## config.mk

```make
export PLATFORM = sky130hd
export DESIGN_NAME = freq_input_control
export DESIGN_NICKNAME = d
export VERILOG_FILES = /design/src/rtl/freq_input_control.sv
export SDC_FILE = /design/constraint.sdc
export NUM_CORES = 1
export LEC_CHECK = 0
export CORE_ASPECT_RATIO = 0.9
export CORE_MARGIN = 3
export CORE_UTILIZATION = 24
export DETAILED_ROUTE_END_ITERATION = 10
export DONT_BUFFER_PORTS = 1
export SETUP_SLACK_MARGIN = 0.02
export SYNTH_ARGS = -nofsm -noshare
export SYNTH_HDL_FRONTEND = slang
export SYNTH_SLANG_ARGS = --single-unit
```

## constraint.sdc

```tcl
create_clock -name clk -period 9.1 [get_ports clk]
set_input_delay 0.91 -clock clk [delete_from_list [all_inputs] [get_ports clk]]
set_output_delay 0.91 -clock clk [all_outputs]
set_load 0.005 [all_outputs]
```

## src/rtl/freq_input_control.sv

```systemverilog
// freq_input_control
//   Front end for the user controls. It synchronises and debounces three
//   push-buttons and a 2-bit scale switch. Button presses step a target
//   frequency up or down by a selectable step and saturate at the range
//   limits. It presents a registered frequency/scale pair to downstream logic.
// Ports:
//   clk, reset          system clock, synchronous active-high reset
//   btn_up/down/step    raw active-high push-buttons (asynchronous)
//   sw_scale[1:0]       raw scale switches (asynchronous)
//   frequency_out[12:0] target frequency, 0..FREQUENCY_RANGE-1
//   scale_out[1:0]      debounced scale
//   step_out[1:0]       step code: 0=1, 1=10, 2=100, 3=1000
//   update              one-cycle strobe when frequency_out or scale_out changes
module freq_input_control #(
  parameter int FREQUENCY_RANGE = 8192,
  parameter int DEFAULT_FREQ    = 1000,
  parameter int DEBOUNCE_CYCLES = 50000
) (
  input  logic        clk,
  input  logic        reset,
  input  logic        btn_up,
  input  logic        btn_down,
  input  logic        btn_step,
  input  logic [1:0]  sw_scale,
  output logic [12:0] frequency_out,
  output logic [1:0]  scale_out,
  output logic [1:0]  step_out,
  output logic        update
);
  localparam int          CW    = (DEBOUNCE_CYCLES > 1) ? $clog2(DEBOUNCE_CYCLES) : 1;
  localparam logic [CW-1:0] LAST = CW'(DEBOUNCE_CYCLES - 1);
  localparam logic [12:0] FMAX  = 13'(FREQUENCY_RANGE - 1);

  // bit 0 = up, 1 = down, 2 = step, 4:3 = scale
  logic [4:0]         raw, sync1, sync2, deb, deb_q;
  logic [4:0][CW-1:0] cnt;
  logic [2:0]         arm;
  logic [1:0]         settle;
  logic [2:0]         press;

  assign raw = {sw_scale, btn_step, btn_down, btn_up};

  always_ff @(posedge clk) begin
    if (reset) begin
      sync1 <= '0;
      sync2 <= '0;
      deb_q <= '0;
    end else begin
      sync1 <= raw;
      sync2 <= sync1;
      deb_q <= deb;
    end
  end

  // Independent debounce counter per input bit.
  for (genvar i = 0; i < 5; i++) begin : g_deb
    always_ff @(posedge clk) begin
      if (reset) begin
        cnt[i] <= '0;
        deb[i] <= 1'b0;
      end else if (sync2[i] == deb[i]) begin
        cnt[i] <= '0;
      end else if (cnt[i] == LAST) begin
        deb[i] <= sync2[i];
        cnt[i] <= '0;
      end else begin
        cnt[i] <= cnt[i] + 1'b1;
      end
    end
  end

  // A button held through reset must be released before it can produce a
  // press. The synchroniser clears on reset, so its output is only valid
  // after 'settle' has filled. Until then, a button is not armed.
  always_ff @(posedge clk) begin
    if (reset) begin
      settle <= '0;
      arm    <= '0;
    end else begin
      settle <= {settle[0], 1'b1};
      arm    <= arm | ({3{settle[1]}} & ~sync2[2:0]);
    end
  end

  assign press = deb[2:0] & ~deb_q[2:0] & arm;

  logic [12:0] step_val, freq_next;
  logic [14:0] sum;
  logic [1:0]  step_next, scale_next;
  logic        update_next;

  always_comb begin
    step_val = 13'd1;
    case (step_out)
      2'd0: step_val = 13'd1;
      2'd1: step_val = 13'd10;
      2'd2: step_val = 13'd100;
      2'd3: step_val = 13'd1000;
      default: step_val = 13'd1;
    endcase
    sum       = {2'b00, frequency_out} + {2'b00, step_val};
    freq_next = frequency_out;
    // Up and down together cancel. Both branches use the old step_out.
    if (press[0] && !press[1])
      freq_next = (sum > {2'b00, FMAX}) ? FMAX : sum[12:0];
    else if (press[1] && !press[0])
      freq_next = (frequency_out < step_val) ? 13'd0 : frequency_out - step_val;
    step_next   = press[2] ? step_out + 2'd1 : step_out;
    scale_next  = deb[4:3];
    update_next = (freq_next != frequency_out) || (scale_next != scale_out);
  end

  always_ff @(posedge clk) begin
    if (reset) begin
      frequency_out <= 13'(DEFAULT_FREQ);
      scale_out     <= '0;
      step_out      <= '0;
      update        <= 1'b0;
    end else begin
      frequency_out <= freq_next;
      scale_out     <= scale_next;
      step_out      <= step_next;
      update        <= update_next;
    end
  end
endmodule

```

==> impl_metrics.env, run 1 <==
export IMPL_outcome="completed"
export IMPL_worstMarginPinSlew_ns=0.650
export IMPL_peakVddDrop_v=0.000109
export IMPL_worstRegToRegCells=13
export IMPL_nets=775
export IMPL_worstSetupPathType="flop to flop"
export IMPL_multiInputGateArea_um2=3610
export IMPL_arrival_ns=4.33
export IMPL_regArea_um2=2420
export IMPL_hpwlAfterDp_um=9960
export IMPL_antenna_found_initial=0
export IMPL_seqPwrFrac_pct=44.2
export IMPL_holdCritPathClass="flop to flop"
export IMPL_yosysTopAreaCell="dfxtp_1"
export IMPL_setup_tns_ns=0
export IMPL_route_detailed_drc=0
export IMPL_syn_nets=779
export IMPL_grt_pass1_wl_um=23700
export IMPL_die_x_um=176
export IMPL_switchingPower_uw=273
export IMPL_first_iter_violations=470
export IMPL_fillers=2756
export IMPL_finalCritPeriodShare_pct=44.6
export IMPL_cts_htree_levels=4
export IMPL_synth_edf_count=0
export IMPL_ctsHoldBuffers=0
export IMPL_grtUsageTotal_pct=10.4
export IMPL_synthCells=742
export IMPL_cts_sinks=121
export IMPL_p_int_uw=958
export IMPL_end_kind="flop"
export IMPL_core_area_um2=25300
export IMPL_synth_async_reset_ratio_pct=0
export IMPL_dieArea_um2=28000
export IMPL_yosys_most_used_dff="dfxtp_1"
export IMPL_clock_latency_ns=0.41
export IMPL_drtPass1Iterations=6
export IMPL_finalPower_uw=1230
export IMPL_vias=5016
export IMPL_grt_max_degree=42
export IMPL_maxCapViolCount=0
export IMPL_ys_seq_area_share_pct=38.8
export IMPL_root_buffer="clkbuf_16"
export IMPL_grt_pass1_vias=4565
export IMPL_drt_wl_total_um=14100
export IMPL_rsz0062_at_grt="no"
export IMPL_ys_types=66
export IMPL_cts_tree="built"
export IMPL_synth_top_cells_by_area="dfxtp_1 39%, nor2_1 8.2%, xnor2_1 6.2%"
export IMPL_skew_ns=0.00785
export IMPL_overflow=0
export IMPL_syn_to_final_growth_pct=14.3
export IMPL_holdPathStages=1
export IMPL_max_slew_margin_rel_pct=56.5
export IMPL_post_drt_via_cell_ratio=4.59
export IMPL_cts_buffers=17
export IMPL_fmax_mhz=246
export IMPL_final_setup_viol_count=0
export IMPL_synth_area_per_cell_um2=8.41
export IMPL_fp_dieH_um=159
export IMPL_synth_top_area_share_pct=38.8
export IMPL_clock_power_share_pct=52.9
export IMPL_ant_nets=0
export IMPL_switching_share_pct=22.2
export IMPL_place_gp_congestion=0.819
export IMPL_cts_resized=0
export IMPL_syn_area_um2=6240
export IMPL_pwr_share_comb_pct=2.9
export IMPL_cp_data_required_time_ns=9.37
export IMPL_layout_min_cycle_time_ns=4.06
export IMPL_drive_gt1_share_pct=6.13
export IMPL_cts_buffer_depth=2
export IMPL_leakage_uw=0.00242
export IMPL_ys_seq_elements=121
export IMPL_cts_setup_buffers=0
export IMPL_numPortBuffers=0
export IMPL_finalMaxSlewViolations=0
export IMPL_ys_warn_count=0
export IMPL_antenna_cells=0
export IMPL_clkSlewWorstSetupHoldPaths_ns=0.06
export IMPL_p_per_area_nw_per_um2=172
export IMPL_io_pins=25
export IMPL_placementRows=55
export IMPL_start_util_pct=24.6
export IMPL_crit_fanout=11
export IMPL_wl_per_cell_um=12.9
export IMPL_hold_viol=0
export IMPL_start_kind="flop"
[sequential cells by signal (all words and copies together) (netlist names)]
name / cells
settle: 2
arm: 3
deb_q: 3
frequency_out: 13
scale_out: 2
step_out: 2
cnt: 80
sync2: 5
deb: 5
sync1: 5
update: 1
[per-layer routing]
layer,GRT usage (%),vias to the layer above,routed length (um)
li1,-,2564,-
met1,15.2,2298,6930
met5,0,-,0
met4,2.91,0,135
met3,3.89,13,1090
met2,14.3,141,5960
[worst paths after layout]
check,startpoint,endpoint,slack (ns)
max reg2reg,step_out[1]$_SDFFE_PP0P_,update$_SDFF_PP0_,5.04
min reg2reg,settle[0]$_DFF_P_,settle[1]$_SDFF_PP0_,0.43
max,step_out[1]$_SDFFE_PP0P_,update$_SDFF_PP0_,5.04
min,settle[0]$_DFF_P_,settle[1]$_SDFF_PP0_,0.43
[power groups by stage]
| stage | clock (uW) | combinational (uW) | sequential [uW] |
|---|---|---|---|
| 6_report | 651 | 35.8 | 544 |
| 5_1_grt | 696 | 40.3 | 544 |
| 4_1_cts | 669 | 35.4 | 543 |
| 3_5_place_dp | 0 | 35.2 | 555 |
| 3_3_place_gp | 0 | 34.9 | 555 |
| 2_1_floorplan | 0 | 31.1 | 552 |
[synthesized netlist by cell type, drive strengths merged (9+ instances only)]
cell type	n
nand4	13
nand2	48
nand3	27
nor3	18
xnor2	44
ha	28
nor2	137
o21ai	27
nand2b	9
a21oi	28
dfxtp	121
clkbuf	18
and3	23
inv	25
xor2	38
nor2b	24
or3	11
[layout make-up]
cell class	count	area share, %
multi-input combinational	572	50.6
sequential	121	34.0
clock buffer	19	6.21
tap	342	6.00
clock inverter	12	1.77
inverter	25	1.32
timing repair buffer	1	0.105
[per-stage QoR]
stage | setup WS, ns | utilization (%) | cell area (um^2) | hold slack (ns) | instances
4_1_cts | 5.05 | 28.2 | 7130 | 0.435 | 1092
5_1_grt | 4.73 | 28.2 | 7130 | 0.455 | 1092
3_3_place_gp | 5.19 | 25.9 | 6560 | 0.416 | 1061
3_5_place_dp | 5.07 | 25.9 | 6560 | 0.422 | 1061
2_1_floorplan | 5.71 | - | 6240 | 0.413 | 742
6_report | 5.04 | 28.2 | 7130 | 0.435 | 1092
[cell usage in the layout (no fill, tap or decap), types with 11 or more instances in the layout]
cell type	synthesis	routed
nand3_1	27	27
or3_1	11	11
nand2_1	48	48
nor2b_1	24	24
and3_1	23	23
inv_1	25	25
dfxtp_1	121	121
nor2_1	136	136
o21ai_0	27	27
clkbuf_16	0	17
nand4_1	13	13
xor2_1	38	38
ha_1	28	28
xnor2_1	44	44
nor3_1	17	17
a21oi_1	28	28
[logic make-up (layout without fill, tap and decap cells)]
| family | after synthesis | count (layout) | synth area share, % |
|---|---|---|---|
| and+or+nand+nor | 341 | 341 | 26.9 |
| muxes | 5 | 5 | 0.822 |
| xor gates and xnor gates | 82 | 82 | 11.5 |
| DFF | 121 | 121 | 38.8 |
| adders and majority gates | 30 | 30 | 6.26 |
| buffers and inverters | 49 | 57 | 3.27 |
| AOI/OAI and AO/OA | 114 | 114 | 12.4 |
[critical path: stages, from the launching register on]
cell,delay (ns)
dfxtp_1,0.49
inv_1,0.15
ha_1,0.24
or2_2,0.31
ha_1,0.42
or4b_1,0.58
a31oi_2,0.20
a211o_2,0.30
nor2_2,0.14
a211oi_1,0.26
a31oi_1,0.10
a22o_1,0.26
nor4_1,0.30
a41oi_1,0.16
No activity file was read; power rests on OpenSTA's default activity.
==> run 2: changes to the inputs <==
clock period = 3.4 ns   (was 9.1 ns; I/O delays follow)
==> impl_metrics.env, run 2 (synthesis results as in run 1) <==
export IMPL_fp_dieH_um=159
export IMPL_cts_buffers=17
export IMPL_wl_per_cell_um=13.0
export IMPL_start_kind="flop"
export IMPL_leakage_uw=0.00276
export IMPL_grtUsageTotal_pct=10.7
export IMPL_skew_ns=0.0101
export IMPL_cts_tree="built"
export IMPL_cp_data_required_time_ns=3.68
export IMPL_cts_htree_levels=4
export IMPL_reg_top3="cnt (80), frequency_out (13)"
export IMPL_rsz0062_at_grt="yes"
export IMPL_cts_sinks=121
export IMPL_drt_wl_total_um=14900
export IMPL_antenna_found_initial=0
export IMPL_hold_viol=0
export IMPL_grt_pass1_vias=5024
export IMPL_place_gp_congestion=0.877
export IMPL_placementRows=55
export IMPL_ant_nets=0
export IMPL_io_pins=25
export IMPL_vias=5275
export IMPL_finalCritPeriodShare_pct=97.6
export IMPL_holdCritPathClass="input port to flop"
export IMPL_drtPass1Iterations=5
export IMPL_worstSetupPathType="flop to flop"
export IMPL_overflow=0
export IMPL_post_place_ws_ns=-0.195
export IMPL_die_x_um=176
export IMPL_first_iter_violations=423
export IMPL_finalMaxSlewViolations=0
export IMPL_final_setup_viol_count=0
export IMPL_maxCapViolCount=0
export IMPL_p_per_area_nw_per_um2=440
export IMPL_start_util_pct=24.6
export IMPL_core_area_um2=25300
export IMPL_clkSlewWorstSetupHoldPaths_ns=0.06
export IMPL_fmax_mhz=301
export IMPL_numPortBuffers=0
export IMPL_worstMarginPinSlew_ns=0.732
export IMPL_grt_max_degree=33
export IMPL_nets=831
export IMPL_peakVddDrop_v=0.000328
export IMPL_largest_reg_flops=80
export IMPL_end_kind="flop"
export IMPL_arrival_ns=3.60
export IMPL_top_register="cnt"
export IMPL_outcome="completed"
export IMPL_dieArea_um2=28000
export IMPL_crit_fanout=9
export IMPL_layout_min_cycle_time_ns=3.32
export IMPL_setup_ws_ns=0.0809
export IMPL_grt_pass1_wl_um=24700
export IMPL_final_common_cell="nor2_1"
export IMPL_syn_to_final_growth_pct=24.7
export IMPL_route_detailed_drc=0
export IMPL_antenna_cells=0
export IMPL_whs_ns=0.0257
export IMPL_root_buffer="clkbuf_16"
export IMPL_hpwlAfterDp_um=10200
export IMPL_clock_latency_ns=0.42
export IMPL_cts_buffer_depth=2
export IMPL_final_cell_mix="136 x nor2_1, 119 x dfxtp_1, 54 x buf_4"
export IMPL_post_drt_via_cell_ratio=4.59
export IMPL_drive_gt1_share_pct=15.9
export IMPL_max_slew_margin_rel_pct=51.0
run 2: cell types whose count changed in the layout (fill, tap and decap cells not counted), moves of 3 or more:
| cell | before | now |
|---|---|---|
| ha_1 | 28 | 24 |
| o21ai_2 | 0 | 5 |
| o21ai_0 | 27 | 20 |
| buf_4 | 1 | 54 |
| clkinvlp_4 | 5 | 0 |
| ha_2 | 0 | 3 |
run 2: stage by stage:
| stage | util (%) | total power, uW | setup TNS [ns] | cells | area, um^2 |
|---|---|---|---|---|---|
| floorplan | - | 1560 | 0 | 742 | 6240 |
| global placement | 27.3 | 1590 | -0.128 | 1108 | 6920 |
| detailed placement | 27.3 | 1590 | -0.195 | 1108 | 6920 |
| CTS | 30.0 | 3460 | 0 | 1142 | 7590 |
| global route | 30.7 | 3550 | -0.0268 | 1148 | 7780 |
| finish | 30.7 | 3420 | 0 | 1148 | 7780 |
run 2: where the power goes:
part / switching, uW / leakage [uW] / internal, uW / total, uW
clock network: 664 / 0.000295 / 1170 / 1830
registers: 15.0 / 0.000980 / 1430 / 1450
logic: 77.6 / 0.00148 / 62.0 / 140
run 2: repair_timing:
action,in CTS,in global routing
hold endpoints to repair,32,0
pin swaps,4,20
resized for setup,12,35
buffers inserted,2,6
hold buffers,1,0
setup endpoints to repair,1,3
run 2: worst paths after layout:
kind                                               start                            to  slack (ns)  cells after the start
worst max-delay path            step_out[0]$_SDFFE_PP0P_             update$_SDFF_PP0_        0.08                     16
worst max register to register  step_out[0]$_SDFFE_PP0P_             update$_SDFF_PP0_        0.08                     16
worst min-delay path                               reset  frequency_out[10]$_SDFF_PP0_        0.03                      1
worst min register to register        cnt[64]$_SDFF_PP0_            cnt[64]$_SDFF_PP0_        0.44                      1
run 2: cell type report:
cell class	instances	area [um^2]
Multi-Input combinational cell	572	3790
Timing Repair Buffer	57	448
Inverter	25	93.8
Sequential cell	121	2420
Clock inverter	11	145
Tap cell	342	428
Clock buffer	20	447
Fill cell	2690	17500
run 2: metal layers:
layer | wire length, um | global-route usage (%)
met1 | 7470 | 15.1
met2 | 6230 | 15.2
met3 | 960 | 3.17
met5 | 0 | 0
met4 | 259 | 4.25
run 2: critical path, stage by stage, from the launching register on:
cell	delay (ns)
dfxtp_2	0.33
buf_4	0.13
ha_1	0.19
nor2_1	0.10
or2_4	0.13
inv_1	0.04
ha_1	0.17
nor4bb_1	0.14
o311a_1	0.35
a211o_4	0.35
buf_6	0.15
or3_1	0.34
a31oi_2	0.18
buf_4	0.15
nor2_1	0.05
o211ai_1	0.22
a41oi_2	0.15
==> run 3: changes to the inputs <==
CORE_ASPECT_RATIO = 2   (was 0.9)
SETUP_SLACK_MARGIN = not set   (was 0.02)
==> impl_metrics.env, run 3 (synthesis results as in run 1) <==
export IMPL_outcome="completed"
export IMPL_grtUsageTotal_pct=12.8
export IMPL_worstSetupPathType="flop to flop"
export IMPL_hpwlAfterDp_um=13000
export IMPL_peakVddDrop_v=0.000332
export IMPL_skew_ns=0.00514
export IMPL_cts_htree_levels=4
export IMPL_drive_gt1_share_pct=17.1
export IMPL_antenna_found_initial=0
export IMPL_final_setup_viol_count=0
export IMPL_layout_min_cycle_time_ns=3.33
export IMPL_r2r_end="update$_SDFF_PP0_"
export IMPL_holdCritPathClass="input port to flop"
export IMPL_setup_ws_ns=0.0672
export IMPL_cts_tree="built"
export IMPL_worstMarginPinSlew_ns=0.581
export IMPL_drt_wl_total_um=17900
export IMPL_die_x_um=120
export IMPL_dieArea_um2=28100
export IMPL_clock_latency_ns=0.41
export IMPL_nets=860
export IMPL_p_per_area_nw_per_um2=417
export IMPL_cp_data_required_time_ns=3.67
export IMPL_root_buffer="clkbuf_16"
export IMPL_cts_buffers=17
export IMPL_cp_startpoint="step_out[0]$_SDFFE_PP0P_"
export IMPL_start_util_pct=24.6
export IMPL_post_place_ws_ns=-0.266
export IMPL_fillers=2668
export IMPL_syn_to_final_growth_pct=29.1
export IMPL_worstRegToRegCells=15
export IMPL_finalPower_uw=3360
export IMPL_rrSetupSlack_ns=0.07
export IMPL_multiInputGateArea_um2=3830
export IMPL_finalCritPeriodShare_pct=98.0
export IMPL_fmax_mhz=300
export IMPL_max_slew_margin_rel_pct=61.3
export IMPL_post_drt_via_cell_ratio=4.81
export IMPL_wl_per_cell_um=15.3
export IMPL_clkSlewWorstSetupHoldPaths_ns=0.06
export IMPL_place_gp_congestion=0.949
export IMPL_io_pins=25
export IMPL_cts_sinks=121
export IMPL_leakage_uw=0.00290
export IMPL_grt_pass1_vias=5724
export IMPL_placementRows=82
export IMPL_finalMaxSlewViolations=0
export IMPL_hold_viol=0
export IMPL_grt_pass1_wl_um=28200
export IMPL_rsz0062_at_grt="yes"
export IMPL_grt_max_degree=33
export IMPL_drtPass1Iterations=4
export IMPL_whs_ns=0.0380
export IMPL_cp_endpoint="update$_SDFF_PP0_"
export IMPL_final_util_pct=31.8
export IMPL_maxCapViolCount=0
export IMPL_start_kind="flop"
export IMPL_r2r_start="step_out[0]$_SDFFE_PP0P_"
export IMPL_end_kind="flop"
export IMPL_ant_nets=0
export IMPL_crit_fanout=5
export IMPL_final_common_cell="nor2_1"
export IMPL_route_detailed_drc=0
export IMPL_regArea_um2=2430
export IMPL_vias=5637
export IMPL_fp_dieH_um=234
export IMPL_reg_top3="cnt (80), frequency_out (13)"
export IMPL_antenna_cells=0
export IMPL_overflow=0
export IMPL_numPortBuffers=0
export IMPL_top_register="cnt"
export IMPL_cts_buffer_depth=2
export IMPL_largest_reg_flops=80
export IMPL_core_area_um2=25300
export IMPL_arrival_ns=3.61
export IMPL_final_cell_mix="136 x nor2_1, 119 x dfxtp_1, 64 x buf_4"
export IMPL_first_iter_violations=185
[run 3: worst min path at each step]
stage                              startpoint                           to  depth (start not counted)
after CTS                               reset      scale_out[0]$_SDFF_PP0_                          1
after detailed placement                reset          sync2[0]$_SDFF_PP0_                          1
after global placement    sync1[3]$_SDFF_PP0_          sync2[3]$_SDFF_PP0_                          1
final                                   reset  frequency_out[1]$_SDFF_PP0_                          1
after global routing                    reset  frequency_out[1]$_SDFF_PP0_                          1
after floorplan            cnt[48]$_SDFF_PP0_           cnt[48]$_SDFF_PP0_                          1
[run 3: area by class of cell]
cell class,count,area share (%)
well taps,336,5.22
repair buffers,86,8.73
flip-flops and latches,121,30.2
clock buffers,22,6.01
inverters,25,1.17
multi-input cells,572,47.5
clock inverters,10,1.17
[run 3: per-layer routing]
metal	vias up	GRT usage, %	share of wire, %
met5	-	0	0
met4	0	10.4	7.6
met3	81	2.66	3.7
met2	136	24.6	54
met1	2687	11.2	34
li1	2733	-	-
[run 3: worst max-delay path, cell delays in order (launching register included)]
cell      delay, ns
dfxtp_4        0.36
ha_1           0.21
nor2_1         0.15
or2_4          0.16
inv_1          0.04
ha_1           0.21
nor4bb_1       0.15
o311a_1        0.36
a211o_4        0.35
buf_4          0.17
or3_1          0.32
a31oi_2        0.19
buf_4          0.14
nor2_1         0.07
o211ai_1       0.18
a41oi_1        0.13
[run 3: per-stage QoR]
step / TNS [ns] / instances / cell area, um^2
finish: 0 / 1172 / 8050
detailed placement: -0.273 / 1114 / 7000
CTS: 0 / 1167 / 7860
global placement: -0.178 / 1114 / 7000
global route: -0.0511 / 1172 / 8050
floorplan: 0 / 742 / 6240
[run 3: what timing repair did]
item	CTS	global route
pin swaps	6	25
endpoints found under the setup margin	4	4
hold buffers	20	0
endpoints found under the hold margin	24	0
resized for setup	14	38
buffers inserted	1	5
[run 3: where the power goes]
| part | internal, uW | switching, uW |
|---|---|---|
| registers | 1430 | 19.3 |
| clock network | 1080 | 662 |
| logic | 75.1 | 86.9 |
| total | 2590 | 768 |
